$ cat src/rtl/div_iter.sv
// Iterative restoring divider: one quotient bit per clock, divide-by-zero bypass.
// Define DIV_SIGNED_EN to add the div_signed port and two's-complement operation.
module div_iter #(
  parameter int unsigned WIDTH = 64
) (
  input  logic             clock,
  input  logic             reset,
  input  logic             start,
  input  logic [WIDTH-1:0] dividend,
  input  logic [WIDTH-1:0] divisor,
`ifdef DIV_SIGNED_EN
  input  logic             div_signed,
`endif
  output logic [WIDTH-1:0] quotient,
  output logic [WIDTH-1:0] remainder,
  output logic             busy,
  output logic             done
);

  localparam int unsigned CW = $clog2(WIDTH + 1);

  typedef enum logic [1:0] {
    IDLE = 2'd0,
    RUN  = 2'd1,
    DONE = 2'd2
  } state_t;

  state_t           state;
  logic [CW-1:0]    cnt;
  logic [WIDTH-1:0] rem;
  logic [WIDTH-1:0] quo_sh;
  logic [WIDTH-1:0] dvsr;

  logic             accept;
  logic [WIDTH:0]   sh;
  logic             qbit;
  logic [WIDTH-1:0] rem_nxt;
  logic [WIDTH-1:0] quo_nxt;
  logic [WIDTH-1:0] mag_a;
  logic [WIDTH-1:0] mag_b;
  logic             ovf;
  logic             fixup;

`ifdef DIV_SIGNED_EN
  logic neg_q;
  logic neg_r;
  logic sgn;
`endif

  always_comb begin
    accept  = start && (state == IDLE || state == DONE);
    sh      = {rem, quo_sh[WIDTH-1]};
    qbit    = (sh >= {1'b0, dvsr});
    rem_nxt = qbit ? WIDTH'(sh - {1'b0, dvsr}) : sh[WIDTH-1:0];
    quo_nxt = {quo_sh[WIDTH-2:0], qbit};
`ifdef DIV_SIGNED_EN
    mag_a = (div_signed && dividend[WIDTH-1]) ? -dividend : dividend;
    mag_b = (div_signed && divisor[WIDTH-1])  ? -divisor  : divisor;
    ovf   = div_signed && (dividend == {1'b1, {(WIDTH-1){1'b0}}}) && (divisor == '1);
    fixup = sgn;
`else
    mag_a = dividend;
    mag_b = divisor;
    ovf   = 1'b0;
    fixup = 1'b0;
`endif
  end

  always_ff @(posedge clock or negedge reset) begin
    if (!reset) begin
      state     <= IDLE;
      cnt       <= '0;
      rem       <= '0;
      quo_sh    <= '0;
      dvsr      <= '0;
      quotient  <= '0;
      remainder <= '0;
      busy      <= 1'b0;
      done      <= 1'b0;
`ifdef DIV_SIGNED_EN
      neg_q     <= 1'b0;
      neg_r     <= 1'b0;
      sgn       <= 1'b0;
`endif
    end else begin
      done <= 1'b0;
      if (accept) begin
        rem <= '0;
        cnt <= '0;
        if (divisor == '0) begin
          // Zero divisor and signed overflow finish on the accept edge itself.
          quotient  <= '1;
          remainder <= dividend;
          state     <= DONE;
          done      <= 1'b1;
          busy      <= 1'b0;
        end else if (ovf) begin
          quotient  <= dividend;
          remainder <= '0;
          state     <= DONE;
          done      <= 1'b1;
          busy      <= 1'b0;
        end else begin
          quo_sh <= mag_a;
          dvsr   <= mag_b;
          state  <= RUN;
          busy   <= 1'b1;
`ifdef DIV_SIGNED_EN
          sgn    <= div_signed;
          neg_q  <= div_signed && (dividend[WIDTH-1] ^ divisor[WIDTH-1]);
          neg_r  <= div_signed && dividend[WIDTH-1];
`endif
        end
      end else begin
        case (state)
          RUN: begin
            if (cnt == CW'(WIDTH)) begin
              // Extra cycle applies result signs after the magnitude loop.
`ifdef DIV_SIGNED_EN
              quotient  <= neg_q ? -quo_sh : quo_sh;
              remainder <= neg_r ? -rem : rem;
`endif
              state <= DONE;
              done  <= 1'b1;
              busy  <= 1'b0;
            end else begin
              rem    <= rem_nxt;
              quo_sh <= quo_nxt;
              cnt    <= cnt + 1'b1;
              if (cnt == CW'(WIDTH - 1) && !fixup) begin
                quotient  <= quo_nxt;
                remainder <= rem_nxt;
                state     <= DONE;
                done      <= 1'b1;
                busy      <= 1'b0;
              end
            end
          end
          DONE:    state <= IDLE;
          default: state <= IDLE;
        endcase
      end
    end
  end

endmodule
$ cat config.mk
export PLATFORM = sky130hd
export DESIGN_NAME = div_iter
export DESIGN_NICKNAME = d
export VERILOG_FILES = /design/src/rtl/div_iter.sv
export SDC_FILE = /design/constraint.sdc
export NUM_CORES = 1
export LEC_CHECK = 0
export CAP_MARGIN = 15
export CORE_MARGIN = 4
export CORE_UTILIZATION = 55
export DETAILED_ROUTE_END_ITERATION = 16
export PLACE_DENSITY = 0.82
export REMOVE_ABC_BUFFERS = 1
export SLEW_MARGIN = 10
export SYNTH_ARGS = -nofsm -noshare
export SYNTH_HDL_FRONTEND = slang
export SYNTH_SLANG_ARGS = --single-unit
$ cat constraint.sdc
create_clock -name clock -period 6 [get_ports clock]
set_clock_uncertainty 0.15 [all_clocks]
set_input_delay 0.6 -clock clock [delete_from_list [all_inputs] [get_ports clock]]
set_output_delay 0.6 -clock clock [all_outputs]
set_load 0.02 [all_outputs]
; After elaboration in Yosys (flattened, before gate mapping)
; Cells that the tools add are included.
[word_totals]
ff_bits = 331
inputBits = 131
wordCells = 69
[op_classes]
addsub = 2
order_cmp = 1
eq_ne = 8
n_mux = 36
bitwise_logic = 1
reduce_logical = 12
[op_table]
columns = cell, n
row1 = $mux W64, 18
row2 = $ge A65 B64 Y1, 1
row3 = $logic_not A64 Y1, 1
row4 = $sub A64 B64 Y64, 1
row5 = $mux W7, 3
row6 = $mux W1, 10
row7 = $mux W2, 5
row8 = $add A7 B1 Y7 const B, 1
row9 = $eq A7 B6 Y1 const B, 1
row10 = $eq A7 B7 Y1 const B, 1
row11 = $reduce_and A2 Y1, 3
row12 = $ne A2 B2 Y1 const B, 2
row13 = $ne A4 B4 Y1 const B, 1
row14 = $reduce_and A4 Y1, 1
row15 = $reduce_bool A2 Y1, 2
row16 = $reduce_and A3 Y1, 1
row17 = $reduce_bool A3 Y1, 1
row18 = $eq A2 B1 Y1 const B, 1
row19 = $eq A2 B2 Y1 const B, 1
row20 = $logic_not A2 Y1, 1
row21 = $ne A2 B1 Y1 const B, 1
row22 = $logic_and A1 B1 Y1, 1
row23 = $logic_or A1 B1 Y1, 1
row24 = $not A1 Y1, 1

; Depth between registers and ports, before layout
; Gate-level depths: netlist of the first run.
[logic_depth]
depth_word = 6
mapped_depth = 15

; Worst setup path before layout of the first run
; OpenSTA, ideal clock, no wires.
[synth_path]
kind = reg2reg
startpoint = register quo_sh[63]
endpoint = register rem[38]
setup_ns = 0.125
arrival_time_ns = 2.907
required_time_ns = 5.725
slack_ns = 2.818
stages_incl_launch_ff = 15
synth_period_minus_slack_ns = 3.182
cell_sequence = dfrtp_1 -> inv_1 -> ha_1 -> inv_1 -> fa_1 -> a21oi_1 -> o22ai_1 -> nor3b_1 -> nor2_1 -> a211o_1 -> a31oi_1 -> o21ai_0 -> xor2_1 -> a22o_1 -> mux2_2
[synth_between]
elab_chain_cells = 5
[synth_lines]
columns = element, line_no
row1 = "start, declared", 31  ; logic [WIDTH-1:0] quo_sh;
row2 = "start signal, assigned", 104  ; quo_sh <= mag_a;
row3 = "start signal, assigned", 128  ; quo_sh <= quo_nxt;
row4 = $sub A64 B64 Y64 or $ge A65 B64 Y1 (tied branches), "54, 53"
row5 = $mux W64 (*), 54  ; rem_nxt = qbit ? WIDTH'(sh - {1'b0, dvsr}) : sh[WIDTH-1:0];
row6 = $mux W64 (*), 117  ; if (cnt == CW'(WIDTH)) begin
row7 = $mux W64 (*), 115  ; case (state)
row8 = $mux W64 (*), 87  ; if (accept) begin
row9 = "end signal, assigned", 127  ; rem <= rem_nxt;
row10 = "end, declared", 30  ; logic [WIDTH-1:0] rem;
; Mark *: on every way between the ends. The rest lies on a longest branch, timed or not. The select of a mux whose other input is x is not followed.
; A chain may end at the register's enable or synchronous reset.

; Worst setup path after layout of the first run
[layout_path]
startpoint = register rem[0]
endpoint = register remainder[37]
[layout_between]
elab_chain_cells = 6
[layout_lines]
columns = element, line_no
row1 = $sub A64 B64 Y64 or $ge A65 B64 Y1 (tied branches), "54, 53"
row2 = $mux W64 (*), 54
row3 = $mux W64 (*), 130  ; if (cnt == CW'(WIDTH - 1) && !fixup) begin
row4 = $mux W64 (*), 117
row5 = $mux W64 (*), 115
row6 = $mux W64 (*), 87
row7 = "end signal, assigned", 93  ; remainder <= dividend;
row8 = "end signal, assigned", 132  ; remainder <= rem_nxt;
row9 = "end, declared", 15  ; output logic [WIDTH-1:0] remainder,
; Marked as above.

==> results.json, run 1 <==
{
  "post_synth_inst_count": 2097,
  "ys_seq_area_share_pct": 46.4,
  "crit_start": "rem[0]$_DFFE_PN0P_",
  "synth_warnings": 0,
  "clk_path_buf_depth": 3,
  "tns_ns": 0,
  "drc": 0,
  "cts_buffers": 36,
  "die_width_um": 188,
  "fin_util_pct": 68.6,
  "synth_ff_type": "dfrtp_1",
  "crit_type": "flop to flop",
  "fmax_ghz": 0.239,
  "crit_path_max_fanout": 65,
  "postSynthAreaPerCell_um2": 8.52,
  "period_share_pct": 69.6,
  "wl_um": 52700,
  "cap_violations": 0,
  "min_path_type": "input port to asynchronous set/reset pin",
  "die_area_um2": 35400,
  "hold_buffers": 0,
  "slew_headroom_pct": 18.7,
  "port_buffers": 260,
  "ios": 261,
  "total_power_mw": 14.8,
  "first_pass_iters": 6,
  "gp_congestion": 0.934,
  "antenna_found_initial": 2,
  "grt_pass1_wl_um": 85800,
  "tightest_slew_ns": 1.22,
  "path_clk_slew_ns": 0.06,
  "post-route-min-period_ns": 4.18,
  "htreeDepth": 2,
  "grt.overflow.total": 0,
  "first_iter_violations": 1559,
  "end_kind": "flop",
  "synthArstFlopShare_pct": 100,
  "multi_input_area_um2": 8700,
  "synth_cell_types": 78,
  "routed_via_density": 6.03,
  "nFillCells": 2534,
  "drive_above_1_share_pct": 4.95,
  "grt_start_max_net_pins": 155,
  "fp.dieH_um": 188,
  "cts_root_buf": "clkbuf_16",
  "cts_setup_buffers": 0,
  "final_cell_mix": "439 x nand2_1, 331 x dfrtp_1, 259 x clkdlybuf4s50_1",
  "critPathArrivalTime_ns": 4.46,
  "p_per_area_nw_per_um2": 676,
  "insertion_delay_ns": 0.53,
  "syn_area_um2": 17900,
  "violations": "hold timing",
  "start_kind": "flop",
  "peakVddDrop_v": 0.000296,
  "grt_pass1_vias": 16600,
  "rr_startpoint": "rem[0]$_DFFE_PN0P_",
  "area_growth_pct": 22.1,
  "cts_resized": 0,
  "vias": 16500,
  "clock-sinks": 331,
  "hpwl_um": 37500,
  "status": "complete, but fails checks",
  "worst_ep_required_time_ns": 6.28,
  "layout_commonest_cell": "nand2_1",
  "cts_tree": "done",
  "slew_violations": 0,
  "ant_nets": 0,
  "hold_viol": 15,
  "ff_latch_area_um2": 8280,
  "ys_ff_latch": 331,
  "synth_enable_flop_cells": 0,
  "track_usage_pct": 29.2,
  "rsz0062_at_grt": "no",
  "fin_hold_ws_ns": -0.0621,
  "start_util_pct": 56.2,
  "fin_nets": 2477,
  "p_leak_nw": 9.66,
  "wl_per_cell_um": 19.2,
  "setup_viol": 0,
  "rows": 65,
  "core_area_um2": 31800
}
## critical path: stages, from the launching register on
cell and delay, ns:
dfrtp_1 0.43, ha_1 0.32, nor2b_1 0.14, o21ai_1 0.31, a211o_1 0.20, a31oi_2 0.13, o41a_4 0.42, a31oi_1 0.42
nor3_1 0.16, nor3_4 0.17, buf_4 0.68, a22oi_1 0.29, a31oi_1 0.21
## where the power goes
group / leakage (nW) / switching [mW] / internal [mW]
clock network: 0.566 / 0.924 / 1.30
registers: 3.98 / 0.543 / 3.10
logic: 5.11 / 5.44 / 3.45
## flip-flops by register name, indices dropped and copies added (netlist names)
name       flops
remainder     64
busy           1
done           1
state          2
dvsr          64
quotient      64
rem           64
cnt            7
quo_sh        64
## cells in the mapped netlist, drive strengths merged (3+ instances only)
cell type  number  area share, %
o21a            9           0.38
and3            7           0.25
a211oi          6           0.28
xnor2          38            1.9
a41oi          22            1.1
and2            6           0.21
o211ai          6           0.25
mux2           13           0.90
a31oi         128            4.5
inv            90            1.9
o21ai         166            4.7
nor3b           4           0.17
clkbuf        106            2.2
nor2          218            4.6
a22oi          28            1.2
nor3           20           0.59
a211o           5           0.25
buf            28            1.0
ha             66            4.6
a22o           11           0.54
dfrtp         331             46
nand4          30            1.1
o31ai           6           0.28
or4             3           0.15
nor4           22           0.77
a21oi         126            3.6
a21o           28            1.2
nand3          21           0.59
xor2           20           0.98
nand2         442            9.3
or3            10           0.38
o22a           11           0.54
nor2b           6           0.21
o21bai         17           0.71
nand2b          7           0.25
or2             3           0.11
a31o            3           0.20
## worst paths after layout
kind	slack, ns	cells after the start	to
min	-0.06	1	quo_sh[18]$_DFFE_PN0P_
min reg2reg	0.31	2	quotient[15]$_DFFE_PN0P_
max reg2reg	1.82	12	remainder[37]$_DFFE_PN0P_
max	1.82	12	remainder[37]$_DFFE_PN0P_
max in group asynchronous	4.35	2	quo_sh[11]$_DFFE_PN0P_
min in group clock	0.31	2	quotient[15]$_DFFE_PN0P_
## layout make-up
cell class	count	area share [%]
timing repair buffer	278	12.7
clock inverter	13	0.608
inverter	90	1.55
multi-input combinational	1542	39.9
sequential	331	38.0
clock buffer	51	4.76
tap	435	2.50
antenna	2	0.0229
## routing by layer
metal	vias up	routed length, um	track usage [%]
li1	7693	-	-
met4	0	1280	8.70
met2	736	24800	47.3
met1	8005	22700	40.8
met3	92	3980	4.84
met5	-	0	0
## cells by family after synthesis
| family | after synthesis | synth area share (%) |
|---|---|---|
| compound gates | 599 | 21.0 |
| xor+xnor | 58 | 2.84 |
| fa+ha+maj | 67 | 4.74 |
| buf+inv | 224 | 5.16 |
| flops | 331 | 46.4 |
| mux | 14 | 0.960 |
| simple gates | 804 | 18.9 |
## per-stage QoR
stage | hold WS, ns | setup slack [ns] | instance area, um^2 | std cells
2_1_floorplan | 0.154 | -2.47 | 17300 | 1963
3_3_place_gp | 0.300 | 1.66 | 20600 | 2676
3_5_place_dp | 0.305 | 1.58 | 20600 | 2676
4_1_cts | 0.00341 | 1.84 | 21800 | 2740
5_1_grt | 0.0272 | 1.59 | 21800 | 2741
6_report | -0.0621 | 1.82 | 21800 | 2742
(Power assumes the default switching activity.)
==> run 2: changes to the inputs <==
==> constraint.sdc (replaced) <==
create_clock -name clock -period 4.3 [get_ports clock]
set_clock_uncertainty 0.15 [all_clocks]
set_input_delay 0.43 -clock clock [delete_from_list [all_inputs] [get_ports clock]]
set_output_delay 0.43 -clock clock [all_outputs]
set_load 0.02 [all_outputs]
==> run 2 against run 1 <==
Effect of this change:
- the flow now finishes without violations
- flip-flop and latch count unchanged
- sequential share of layout area fell by 0.15 points
- final cell count rose by 0.11%
- largest cell class unchanged
- largest power group unchanged
==> results.json, run 2 (same netlist as run 1, synthesis figures left out) <==
{
  "status": "completed",
  "cts_root_buf": "clkbuf_16",
  "cts_resized": 0,
  "p_per_area_nw_per_um2": 933,
  "grt.overflow.total": 0,
  "crit_type": "flop to flop",
  "p_int_mw": 11.0,
  "p_switching_mw": 9.48,
  "rsz0062_at_grt": "no",
  "layout_setup_ws_ns": 0.525,
  "core_area_um2": 31800,
  "pre_cts_ws_ns": 0.558,
  "peakVddDrop_v": 0.000516,
  "clk_path_buf_depth": 3,
  "grt_start_max_net_pins": 128,
  "min_path_type": "input port to asynchronous set/reset pin",
  "grt_pass1_wl_um": 84000,
  "start_kind": "flop",
  "wl_per_cell_um": 19.0,
  "cts_tree": "done",
  "path_clk_slew_ns": 0.06,
  "fin_nets": 2484,
  "port_buffers": 260,
  "ff_latch_area_um2": 8280,
  "post-route-min-period_ns": 3.77,
  "first_pass_iters": 6,
  "track_usage_pct": 28.5,
  "htreeDepth": 2,
  "pwr-share-comb_pct": 60.6,
  "end_kind": "flop",
  "crit_path_max_fanout": 27,
  "die_area_um2": 35400,
  "vias": 16400,
  "p_leak_nw": 9.72,
  "layout_commonest_cell": "nand2_1",
  "rows": 65,
  "slew_violations": 0,
  "final_cell_mix": "439 x nand2_1, 331 x dfrtp_1, 259 x clkdlybuf4s50_1",
  "period_share_pct": 87.8,
  "tightest_slew_ns": 1.03,
  "top_layer_used": "met4",
  "die_width_um": 188,
  "p_seq_share_pct": 24.9,
  "wl_um": 52000,
  "critPathArrivalTime_ns": 4.02,
  "wl_met2_um": 23900,
  "area_growth_pct": 22.6,
  "setup_viol": 0,
  "ant_nets": 0,
  "start_util_pct": 56.2,
  "clock-sinks": 331,
  "routed_via_density": 5.98,
  "cts_buffers": 35,
  "drc": 0,
  "ios": 261,
  "insertion_delay_ns": 0.52,
  "nFillCells": 2440,
  "fmax_ghz": 0.265,
  "worst_ep_required_time_ns": 4.54,
  "fin_util_pct": 68.9,
  "first_iter_violations": 1365,
  "hpwl_um": 36900,
  "multi_input_area_um2": 8700,
  "grt_pass1_vias": 16200,
  "dr_wl_met3_um": 3780,
  "antenna_found_initial": 1,
  "fp.dieH_um": 188,
  "cap_violations": 0,
  "met1_length_um": 22900,
  "switching_share_pct": 46.4,
  "total_power_mw": 20.4,
  "clkPwrFrac_pct": 14.5,
  "slew_headroom_pct": 31.1,
  "gp_congestion": 0.917,
  "drive_above_1_share_pct": 5.15,
  "hold_viol": 0
}
[run 2: changes by cell type in the layout (fill, tap and decap cells not counted), sizes merged]
cell         before  now
buf              19   26
clkinv            5    8
clkinvlp          4    1
clkbuf           51   49
bufinv            2    1
diode             2    1
dlygate4sd3       0    1
inv              92   91
[run 2: stage by stage]
stage	hold WS [ns]	area, um^2	std cells	TNS [ns]
final	0.245	21900	2745	0
after global placement	0.196	20700	2682	0
after global routing	0.266	21900	2745	0
after floorplan	-0.0156	17300	1963	-1018.07
after detailed placement	0.194	20700	2682	0
after CTS	0.249	21900	2743	0
[run 2: power groups by stage]
stage | registers (mW) | logic, mW | clock network, mW
after CTS | 5.07 | 12.2 | 3.01
after floorplan | 5.07 | 8.74 | 0
final | 5.09 | 12.4 | 2.97
after detailed placement | 5.10 | 12.1 | 0
after global placement | 5.06 | 11.8 | 0
after global routing | 5.21 | 13.6 | 3.14
[run 2: path summary, 6_finish.rpt]
check / from / to / slack, ns / depth (start not counted)
worst min register to register: quotient[3]$_DFFE_PN0P_ / quotient[3]$_DFFE_PN0P_ / 0.31 / 2
worst max-delay path: rem[0]$_DFFE_PN0P_ / rem[45]$_DFFE_PN0P_ / 0.53 / 11
min in group clock: quotient[3]$_DFFE_PN0P_ / quotient[3]$_DFFE_PN0P_ / 0.31 / 2
worst min-delay path: reset / quotient[19]$_DFFE_PN0P_ / 0.25 / 2
worst max register to register: rem[0]$_DFFE_PN0P_ / rem[45]$_DFFE_PN0P_ / 0.53 / 11
max in group asynchronous: reset / dvsr[59]$_DFFE_PN0P_ / 2.63 / 3
[run 2: layer usage]
layer / GRT usage [%] / up-vias
met1: 40.7 / 7955
met3: 4.80 / 100
li1: - / 7700
met2: 45.1 / 669
met5: 0 / -
met4: 9.12 / 0
[run 2: layout make-up]
| cell class | count | share of cell area (%) |
|---|---|---|
| sequential | 331 | 37.8 |
| tap | 435 | 2.48 |
| clock buffer | 49 | 4.71 |
| clock inverter | 11 | 0.394 |
| inverter | 90 | 1.54 |
| timing repair buffer | 286 | 13.3 |
| multi-input combinational | 1542 | 39.7 |
| antenna | 1 | 0.0114 |
[run 2: critical path, cell delays in order, from the launching register on]
cell	delay [ns]
dfrtp_1	0.43
ha_1	0.33
nor2b_1	0.15
o21ai_1	0.36
a211o_1	0.21
a31oi_2	0.14
o41a_4	0.42
a31o_2	0.26
a32o_2	0.35
buf_4	0.28
a32o_1	0.30
mux2_2	0.27
[run 2: repair_timing]
item,in CTS,in global routing
buffers inserted,0,0
setup endpoints to repair,0,0
hold endpoints to repair,40,0
hold buffers,1,0
